$ cat config.mk
export PLATFORM = sky130hd
export DESIGN_NAME = paddle_cmd_tx
export DESIGN_NICKNAME = d
export VERILOG_FILES = /design/src/rtl/pong_net_pkg.sv /design/src/rtl/frame_edge_sync.sv /design/src/rtl/paddle_cmd_tx.sv
export SDC_FILE = /design/constraint.sdc
export NUM_CORES = 1
export LEC_CHECK = 0
export ABC_CLOCK_PERIOD_IN_PS = 2750
export CAP_MARGIN = 30
export CELL_PAD_IN_SITES_DETAIL_PLACEMENT = 0
export CELL_PAD_IN_SITES_GLOBAL_PLACEMENT = 1
export CORE_MARGIN = 5
export CORE_UTILIZATION = 40
export DETAILED_ROUTE_END_ITERATION = 6
export PLACE_DENSITY_LB_ADDON = 0.1
export SYNTH_ARGS = -nofsm -noshare
export SYNTH_HDL_FRONTEND = slang
export SYNTH_HIERARCHICAL = 1
export SYNTH_SLANG_ARGS = --single-unit
$ cat constraint.sdc
create_clock -name Clk -period 2.75 [get_ports Clk]
set_clock_uncertainty 0.05 [all_clocks]
set_input_delay 0.4125 -clock Clk [delete_from_list [all_inputs] [get_ports Clk]]
set_output_delay 0.4125 -clock Clk [all_outputs]
set_load 0.02 [all_outputs]
$ cat src/rtl/pong_net_pkg.sv
// Shared constants, keycode-to-command map and TX state encoding for the pong network link.
package pong_net_pkg;

    localparam logic [7:0] PKT_SYNC = 8'hA5;

    localparam logic [7:0] KEY_W    = 8'h1A;
    localparam logic [7:0] KEY_S    = 8'h16;
    localparam logic [7:0] KEY_UP   = 8'h52;
    localparam logic [7:0] KEY_DOWN = 8'h51;

    localparam logic [7:0] CMD_HOLD = 8'h0;
    localparam logic [7:0] CMD_POS  = 8'h1;
    localparam logic [7:0] CMD_NEG  = 8'h2;

    typedef enum logic [2:0] {
        ST_IDLE,
        ST_SYNC,
        ST_SEQ,
        ST_CMD,
        ST_CSUM
    } tx_state_t;

    // Keys belonging to the other player map to hold.
    function automatic logic [7:0] map_keycode(input logic [7:0] kc, input logic is_left);
        logic [7:0] cmd;
        cmd = CMD_HOLD;
        if (is_left) begin
            if (kc == KEY_W)
                cmd = CMD_NEG;
            else if (kc == KEY_S)
                cmd = CMD_POS;
        end else begin
            if (kc == KEY_UP)
                cmd = CMD_NEG;
            else if (kc == KEY_DOWN)
                cmd = CMD_POS;
        end
        return cmd;
    endfunction

endpackage

$ cat src/rtl/frame_edge_sync.sv
// Brings the asynchronous frame clock into the Clk domain and emits a one-cycle
// pulse per falling edge.
module frame_edge_sync (
    input  logic Clk,
    input  logic Reset,
    input  logic frame_clk,
    output logic fall_pulse
);

    logic sync1;
    logic sync2;
    logic sync2_d;

    always_ff @(posedge Clk or posedge Reset) begin
        if (Reset) begin
            sync1      <= 1'b1;
            sync2      <= 1'b1;
            sync2_d    <= 1'b1;
            fall_pulse <= 1'b0;
        end else begin
            sync1      <= frame_clk;
            sync2      <= sync1;
            sync2_d    <= sync2;
            fall_pulse <= sync2_d & ~sync2;
        end
    end

endmodule

$ cat src/rtl/paddle_cmd_tx.sv
// Per-frame paddle command sampler and 4-byte packet transmitter on a valid/ready
// byte stream, with a single-entry pending slot.
module paddle_cmd_tx
    import pong_net_pkg::*;
#(
    parameter int unsigned KEEPALIVE_FRAMES = 30
) (
    input  logic       Clk,
    input  logic       Reset,
    input  logic       frame_clk,
    input  logic [7:0] keycode,
    input  logic       isLeft,
    output logic [7:0] cmd_out,
    output logic [7:0] tx_data,
    output logic       tx_valid,
    input  logic       tx_ready,
    output logic       tx_last,
    output logic [7:0] drop_count
);

    localparam int CNT_W = (KEEPALIVE_FRAMES > 1) ? $clog2(KEEPALIVE_FRAMES) : 1;
    localparam logic [CNT_W-1:0] CNT_MAX = CNT_W'(KEEPALIVE_FRAMES - 1);

    tx_state_t state, next_state;

    logic             fall_pulse;
    logic [7:0]       mapped;
    logic             enqueue;
    logic             handshake;
    logic             launch;

    logic             first_frame;
    logic [7:0]       last_cmd;
    logic [CNT_W-1:0] frame_cnt;
    logic             pend_full;
    logic [7:0]       pend_cmd;
    logic [6:0]       seq;
    logic [6:0]       pkt_seq;
    logic [7:0]       pkt_cmd;
    logic             pkt_left;
    logic [7:0]       byte1;

    frame_edge_sync u_sync (
        .Clk        (Clk),
        .Reset      (Reset),
        .frame_clk  (frame_clk),
        .fall_pulse (fall_pulse)
    );

    always_comb begin
        mapped    = map_keycode(keycode, isLeft);
        enqueue   = fall_pulse && (first_frame || (mapped != last_cmd) || (frame_cnt >= CNT_MAX));
        handshake = tx_valid && tx_ready;
        launch    = pend_full && ((state == ST_IDLE) || ((state == ST_CSUM) && handshake));
    end

    // A launch on the same edge as an enqueue frees the slot, so the reload is not a drop.
    always_ff @(posedge Clk or posedge Reset) begin
        if (Reset) begin
            cmd_out     <= '0;
            drop_count  <= '0;
            first_frame <= 1'b1;
            last_cmd    <= '0;
            frame_cnt   <= '0;
            pend_full   <= 1'b0;
            pend_cmd    <= '0;
            seq         <= '0;
            pkt_seq     <= '0;
            pkt_cmd     <= '0;
            pkt_left    <= 1'b0;
        end else begin
            if (fall_pulse) begin
                cmd_out <= mapped;
                if (enqueue) begin
                    frame_cnt   <= '0;
                    last_cmd    <= mapped;
                    first_frame <= 1'b0;
                end else if (frame_cnt < CNT_MAX) begin
                    frame_cnt <= frame_cnt + 1'b1;
                end
            end

            if (enqueue) begin
                pend_cmd  <= mapped;
                pend_full <= 1'b1;
                if (pend_full && !launch && (drop_count != '1))
                    drop_count <= drop_count + 1'b1;
            end else if (launch) begin
                pend_full <= 1'b0;
            end

            if (launch) begin
                pkt_seq  <= seq;
                pkt_cmd  <= pend_cmd;
                pkt_left <= isLeft;
                seq      <= seq + 1'b1;
            end
        end
    end

    always_ff @(posedge Clk or posedge Reset) begin
        if (Reset)
            state <= ST_IDLE;
        else
            state <= next_state;
    end

    always_comb begin
        next_state = state;
        tx_valid   = 1'b1;
        tx_last    = 1'b0;
        tx_data    = '0;
        byte1      = {pkt_left, pkt_seq};
        case (state)
            ST_IDLE: begin
                tx_valid = 1'b0;
                if (pend_full)
                    next_state = ST_SYNC;
            end
            ST_SYNC: begin
                tx_data = PKT_SYNC;
                if (handshake)
                    next_state = ST_SEQ;
            end
            ST_SEQ: begin
                tx_data = byte1;
                if (handshake)
                    next_state = ST_CMD;
            end
            ST_CMD: begin
                tx_data = pkt_cmd;
                if (handshake)
                    next_state = ST_CSUM;
            end
            ST_CSUM: begin
                tx_data = PKT_SYNC ^ byte1 ^ pkt_cmd;
                tx_last = 1'b1;
                if (handshake)
                    next_state = pend_full ? ST_SYNC : ST_IDLE;
            end
            default: begin
                tx_valid   = 1'b0;
                next_state = ST_IDLE;
            end
        endcase
    end

endmodule

==> results of run 1 <==
==> layout make-up <==
class,instances,area [sq um],area share
timing repair buffer,42,395,0.146
clock inverter,2,35.0,0.0129
tap,70,87.6,0.0324
multi-input combinational,158,980,0.362
sequential,43,1080,0.399
inverter,12,45.0,0.0166
clock buffer,6,82.6,0.0305
==> synthesized netlist by cell type (4+ instances only) <==
cell                        n  area, sq um
sky130_fd_sc_hd__buf_4      6         45.0
sky130_fd_sc_hd__and3_1     4         25.0
sky130_fd_sc_hd__a21oi_1    6         30.0
sky130_fd_sc_hd__ha_1       4         50.1
sky130_fd_sc_hd__nand3_1    6         30.0
sky130_fd_sc_hd__o21ai_0   11         55.1
sky130_fd_sc_hd__clkbuf_1   5         18.8
sky130_fd_sc_hd__nand4_1    6         37.5
sky130_fd_sc_hd__dfstp_2    4          105
sky130_fd_sc_hd__dfrtp_1   39          976
sky130_fd_sc_hd__nand2_1   44          165
sky130_fd_sc_hd__inv_1     12         45.0
sky130_fd_sc_hd__o22ai_1    7         43.8
sky130_fd_sc_hd__nor2_1     7         26.3
sky130_fd_sc_hd__xnor2_1   16          140
sky130_fd_sc_hd__and2_1     6         37.5
==> kinds of logic (layout without fill, tap and decap cells) <==
family,count (synthesis),count (layout)
buf+inv,25,62
flops,43,43
fa+ha+maj,4,4
simple gates,94,94
other cells,1,6
mux,3,3
xor+xnor,16,16
compound gates,35,35
==> critical path, stage by stage (launching register included) <==
cell and delay, ns:
sky130_fd_sc_hd__dfrtp_1 0.61, sky130_fd_sc_hd__nand2_1 0.25, sky130_fd_sc_hd__nor2_1 0.13, sky130_fd_sc_hd__o21ai_0 0.08, sky130_fd_sc_hd__o21ai_0 0.09, sky130_fd_sc_hd__clkdlybuf4s50_1 0.64
==> path summary, 6_finish.rpt <==
path | startpoint | to | slack [ns] | depth (start not counted)
min in group Clk | u_sync/sync1 | u_sync/sync2 | 0.31 | 0
worst max-delay path | state[2] | tx_data[0] | 0.19 | 5
worst min-delay path | Reset | u_sync/fall_pulse | 0.30 | 2
worst min register to register | u_sync/sync1 | u_sync/sync2 | 0.31 | 0
max in group asynchronous | Reset | first_frame | 1.77 | 3
worst max register to register | frame_cnt[0] | frame_cnt[3] | 0.53 | 6
==> state kept, by name (all words and copies together), names as in the netlist <==
| name | flops |
|---|---|
| cmd_out | 2 |
| drop_count | 8 |
| first_frame | 1 |
| frame_cnt | 5 |
| pend_cmd | 2 |
| pend_full | 1 |
| pkt_cmd | 2 |
| pkt_left | 1 |
| pkt_seq | 7 |
| seq | 7 |
| state | 3 |
| u_sync/fall_pulse | 1 |
| u_sync/sync1 | 1 |
| u_sync/sync2 | 1 |
| u_sync/sync2_d | 1 |
==> metrics by stage <==
step | setup TNS, ns | instance area (sq um)
floorplan | 0 | 2180
finish | 0 | 2710
global placement | -0.0111 | 2590
global route | 0 | 2710
CTS | 0 | 2710
detailed placement | -0.0285 | 2590
==> power breakdown <==
part | switching (mW) | internal (mW)
Combinational | 0.406 | 0.370
Sequential | 0.167 | 0.760
Clock | 0.219 | 0.294
Total | 0.792 | 1.42
==> per-layer routing <==
metal	vias to the layer above	wire length [um]
met1	803	2120
met2	34	1960
met5	-	0
li1	826	-
met4	0	72
met3	7	212
==> impl_metrics.yaml, run 1 <==
logic_synthesis:
  post_synth_mux_area_share: 0.0168
  synth_cells: 221
  yosys.cell_types.count: 43
  synth_top_family_by_area: "simple AND/OR/NAND/NOR gates"
  ys_async_sr_fraction: 1.00
  synth.yosys.warnings: 6
  synth-seq-area-share: 0.499
  synth-compound-area-share: 0.108
  synth_xor_xnor_area_share: 0.0647
  ys_seq_elements: 43
  synth_top_flop_cell: "sky130_fd_sc_hd__dfrtp_1"
  post_synth_fa_ha_maj_area_fraction: 0.0231
  synth_edf_count: 0
  syn_area_sq_um: 2170
  synthSimpleGateAreaFrac: 0.229
  postSynthAreaPerCell_sq_um: 9.80
placement:
  placed_cells_incl_taps: 325
  io_buffers: 32
  post_place_setup_slack_ns: -0.0285
  place_hpwl_um: 3150
  place_congestion: 0.762
grt:
  first_global_vias: 1659
  global_route.usage.met2: 0.208
  antenna_found_initial: 0
  busiest_layer: "met2"
  overflow_after_grt: 0
  wire_length_of_the_first_global_routing_pass_um: 7970
  grt.met1_usage: 0.189
  groute.usage.overall: 0.137
  pin_count_of_the_biggest_net_entering_global_routing: 40
  gr-usage-met3: 0.0346
floorplan:
  fp.coreArea_sq_um: 5170
  rows: 26
  die_y_um: 83.6
  count_of_pins_on_the_block_boundary: 39
  die_width_um: 83.6
  die_area_sq_um: 6990
  initial_core_util: 0.419
routing:
  wl_per_cell_um: 13.1
  viasPerCell: 5.02
  dr.pass1.iters: 4
  detailedRoute.firstIterationViolations: 97
  drt.antenna.violating_nets: 0
  vias: 1670
  remaining_drc_errors: 0
  detail_route.wirelength_um: 4360
layout:
  layout.cells.most_common: "sky130_fd_sc_hd__nand2_1"
  num_antenna_cells: 0
  filler_cell_count: 487
  area_growth_pct: 25.0
  layout.nets: 279
  final_cell_mix: "sky130_fd_sc_hd__nand2_1, sky130_fd_sc_hd__dfrtp_1, sky130_fd_sc_hd__clkdlybuf4s50_1"
  final_cells: 333
  final_core_area_utilization: 0.523
  final_layout_size_suffix_gt1_frac: 0.129
sta:
  finalHoldViolations: 0
  fmaxAchievable_ghz: 0.391
  finalSetupViolCount: 0
  layout_min_cycle_time_ns: 2.56
  final.hold.worst_slack_ns: 0.298
  final_min_period_over_clock_period: 0.931
  final_slew_viol_count: 0
  fin_ws_ns: 0.190
  rsz_0062_raised_after_global_routing: "false"
clocking:
  clock_sink_count: 43
  clk_pin_slew_worst_paths_ns: 0.09
  buffer_count_from_post_cts_setup_fixing: 0
  post_cts.resized_instances: 0
  htree_levels: 2
  clock_latency_late_sink_ns: 0.29
  tritoncts: "done"
  root_buffer: "sky130_fd_sc_hd__clkbuf_8"
  tritoncts.num_buffers: 5
  clockBufferDepth: 2
  hold_buffers: 0
hold_path:
  timing.hold.worst.class: "in -> async"
pwr:
  worst_ir_drop_vdd_v: 0.000313
  p_leak_nw: 1.22
  powerDensity_nw_per_um2: 819
  fin_total_pwr_mw: 2.22
setup_path:
  critical_path_arrival_ns: 2.10
  worstPathMaxFanout: 14
  setup.worst_path.start_class: "flip-flop"
  path_class: "reg -> out"
  endpoint_required_time_on_the_critical_path_ns: 2.29
  cp-end-kind: "primary output"
flow_run:
  maxCapViolations: 0
run_status:
  run_status: "finished clean"
Note: power is estimated with default switching activity, not from simulation.
==> inputs of run 2 (changes only) <==
- ABC_AREA: not set -> 1
- CORE_UTILIZATION: 40 -> 36
- CTS_CLUSTER_SIZE: not set -> 10
==> impl_metrics.yaml, run 2 <==
logic_synthesis:
  synth_top_area_frac: 0.431
  ys_async_sr_fraction: 1.00
  synth-seq-area-share: 0.478
  synth_commonest_cells: "sky130_fd_sc_hd__nand2_1, sky130_fd_sc_hd__dfrtp_1, sky130_fd_sc_hd__inv_1"
  ys_seq_elements: 43
  most_repeated_cell_in_the_gate_level_netlist_after_synthesis: "sky130_fd_sc_hd__nand2_1"
  yosys.cell_types.count: 34
  synth_cells: 267
  synth.yosys.warnings: 6
  postSynthAreaPerCell_sq_um: 8.48
  synth_top_flop_cell: "sky130_fd_sc_hd__dfrtp_1"
  synth_edf_count: 0
  syn_area_sq_um: 2260
  synth_area_leader_cell: "sky130_fd_sc_hd__dfrtp_1"
  synth.area.top_cells: "sky130_fd_sc_hd__dfrtp_1, sky130_fd_sc_hd__nand2_1, sky130_fd_sc_hd__inv_1, sky130_fd_sc_hd__xor2_1, sky130_fd_sc_hd__dfstp_2"
sta:
  fmaxAchievable_ghz: 0.397
  rsz_0062_raised_after_global_routing: "false"
  final_min_period_over_clock_period: 0.915
  finalHoldViolations: 0
  tns_ns: 0
  finalSetupViolCount: 0
  final.hold.worst_slack_ns: 0.285
  final_slew_viol_count: 0
  layout_min_cycle_time_ns: 2.52
setup_path:
  path_cells: "nor2_4 > nand2_2 > nand2_1 > inv_1 > nand2_1 > nand3_1 > nand2_1 > clkdlybuf4s50_1"
  critical-path-max-stage-delay_ns: 0.59
  reg2reg_slack_ns: 1.02
  reg2regPathDepth: 7
  regToRegStartpoint: "drop_count[0]"
  endpoint_required_time_on_the_critical_path_ns: 2.29
  cp-end-kind: "primary output"
  critical_path.slowest_cell: "sky130_fd_sc_hd__clkdlybuf4s50_1"
  cpMostUsedCell: "sky130_fd_sc_hd__nand2_1"
  critical_path_arrival_ns: 2.05
  worstPathMaxFanout: 9
  crit-reg2reg-capture: "drop_count[3]"
  setup.worst_path.start: "state[0]"
  capturing_element_of_the_worst_setup_path: "tx_data[1]"
  path_class: "reg -> out"
  setup.worst_path.start_class: "flip-flop"
grt:
  pin_count_of_the_biggest_net_entering_global_routing: 40
  wire_length_of_the_first_global_routing_pass_um: 7870
  groute.usage.overall: 0.125
  first_global_vias: 1740
  overflow_after_grt: 0
  antenna_found_initial: 0
routing:
  dr.pass1.iters: 4
  viasPerCell: 4.57
  wl_per_cell_um: 11.7
  detailedRoute.firstIterationViolations: 74
  drt.antenna.violating_nets: 0
  remaining_drc_errors: 0
  detail_route.wirelength_um: 4460
  vias: 1735
clocking:
  clockBufferDepth: 2
  clock_latency_late_sink_ns: 0.28
  root_buffer: "sky130_fd_sc_hd__clkbuf_8"
  tritoncts.num_buffers: 5
  tritoncts: "done"
  buffer_count_from_post_cts_setup_fixing: 0
  clk_pin_slew_worst_paths_ns: 0.08
  clock_sink_count: 43
  htree_levels: 2
layout:
  layout.cells.most_common: "sky130_fd_sc_hd__nand2_1"
  largest_reg_flops: 8
  registers.top_by_ff_count: "drop_count"
  largestRegisters: "drop_count x8, pkt_seq x7, seq x7"
  layout.nets: 321
  num_antenna_cells: 0
  final_cell_mix: "sky130_fd_sc_hd__nand2_1, sky130_fd_sc_hd__dfrtp_1, sky130_fd_sc_hd__inv_1"
  final_layout_size_suffix_gt1_frac: 0.108
  area_growth_pct: 21.5
floorplan:
  rows: 28
  count_of_pins_on_the_block_boundary: 39
  fp.coreArea_sq_um: 6030
  die_y_um: 89.3
  die_area_sq_um: 7970
  die_width_um: 89.3
  initial_core_util: 0.376
run_status:
  run_status: "finished clean"
placement:
  place_hpwl_um: 3310
  place_congestion: 0.738
  io_buffers: 32
flow_run:
  maxCapViolations: 0
hold_path:
  timing.hold.worst.class: "in -> async"
pwr:
  worst_ir_drop_vdd_v: 0.000430
  p_leak_nw: 1.36
  powerDensity_nw_per_um2: 819
run 2: routing by layer:
layer	track usage	part of all wire	routed length (um)	up-vias
met5	0	0	0	-
met4	0.0365	0.010	46	0
li1	-	-	-	911
met3	0.0258	0.039	176	5
met1	0.167	0.49	2180	793
met2	0.204	0.46	2050	26
run 2: cells by family (layout without fill, tap and decap cells):
group / after synthesis / in the layout / synth area share
other cells: 1 / 6 / 0.00166
simple gates: 126 / 126 / 0.266
xor+xnor: 16 / 16 / 0.0619
compound gates: 28 / 28 / 0.0719
mux: 1 / 1 / 0.00442
flops: 43 / 43 / 0.478
buf+inv: 48 / 81 / 0.0940
fa+ha+maj: 4 / 4 / 0.0221
run 2: worst min-delay path by stage:
stage	startpoint	to	slack, ns	depth (start not counted)
global placement	u_sync/sync1	u_sync/sync2	0.30	0
CTS	Reset	u_sync/fall_pulse	0.28	2
detailed placement	u_sync/sync1	u_sync/sync2	0.30	0
global route	Reset	u_sync/fall_pulse	0.29	2
floorplan	Reset	u_sync/fall_pulse	0.13	1
finish	Reset	u_sync/fall_pulse	0.28	2
run 2: final cells by class:
type,instances,area [sq um]
sequential,43,1080
fill,608,3280
tap,75,93.8
clock buffer,8,100
inverter,39,149
timing repair buffer,34,335
multi-input combinational,181,991
run 2: critical path: cells and delay by family (launching register included):
family        cells  cell delay (ns)
simple gates      6             0.67
flops             1             0.42
buf+inv           2             0.66
run 2: through the flow:
stage               cell area (sq um)  setup WS, ns   util  total power, mW  cells
CTS                              2750         0.117  0.456             2.29    380
detailed placement               2650         0.441  0.439             1.84    372
global route                     2750        0.0480  0.456             2.46    380
floorplan                        2280         0.934      -             1.52    272
global placement                 2650         0.477  0.439             1.84    372
finish                           2750         0.233  0.456             2.25    380
run 2: timing repair:
action	in CTS	in global routing
hold buffers	0	0
resized for setup	0	1
endpoints found under the setup margin	0	1
run 2: where the power goes:
part	internal, mW	leakage, nW	switching (mW)
logic	0.360	0.767	0.508
clock network	0.229	0.0515	0.202
registers	0.802	0.545	0.150
total	1.39	1.36	0.861
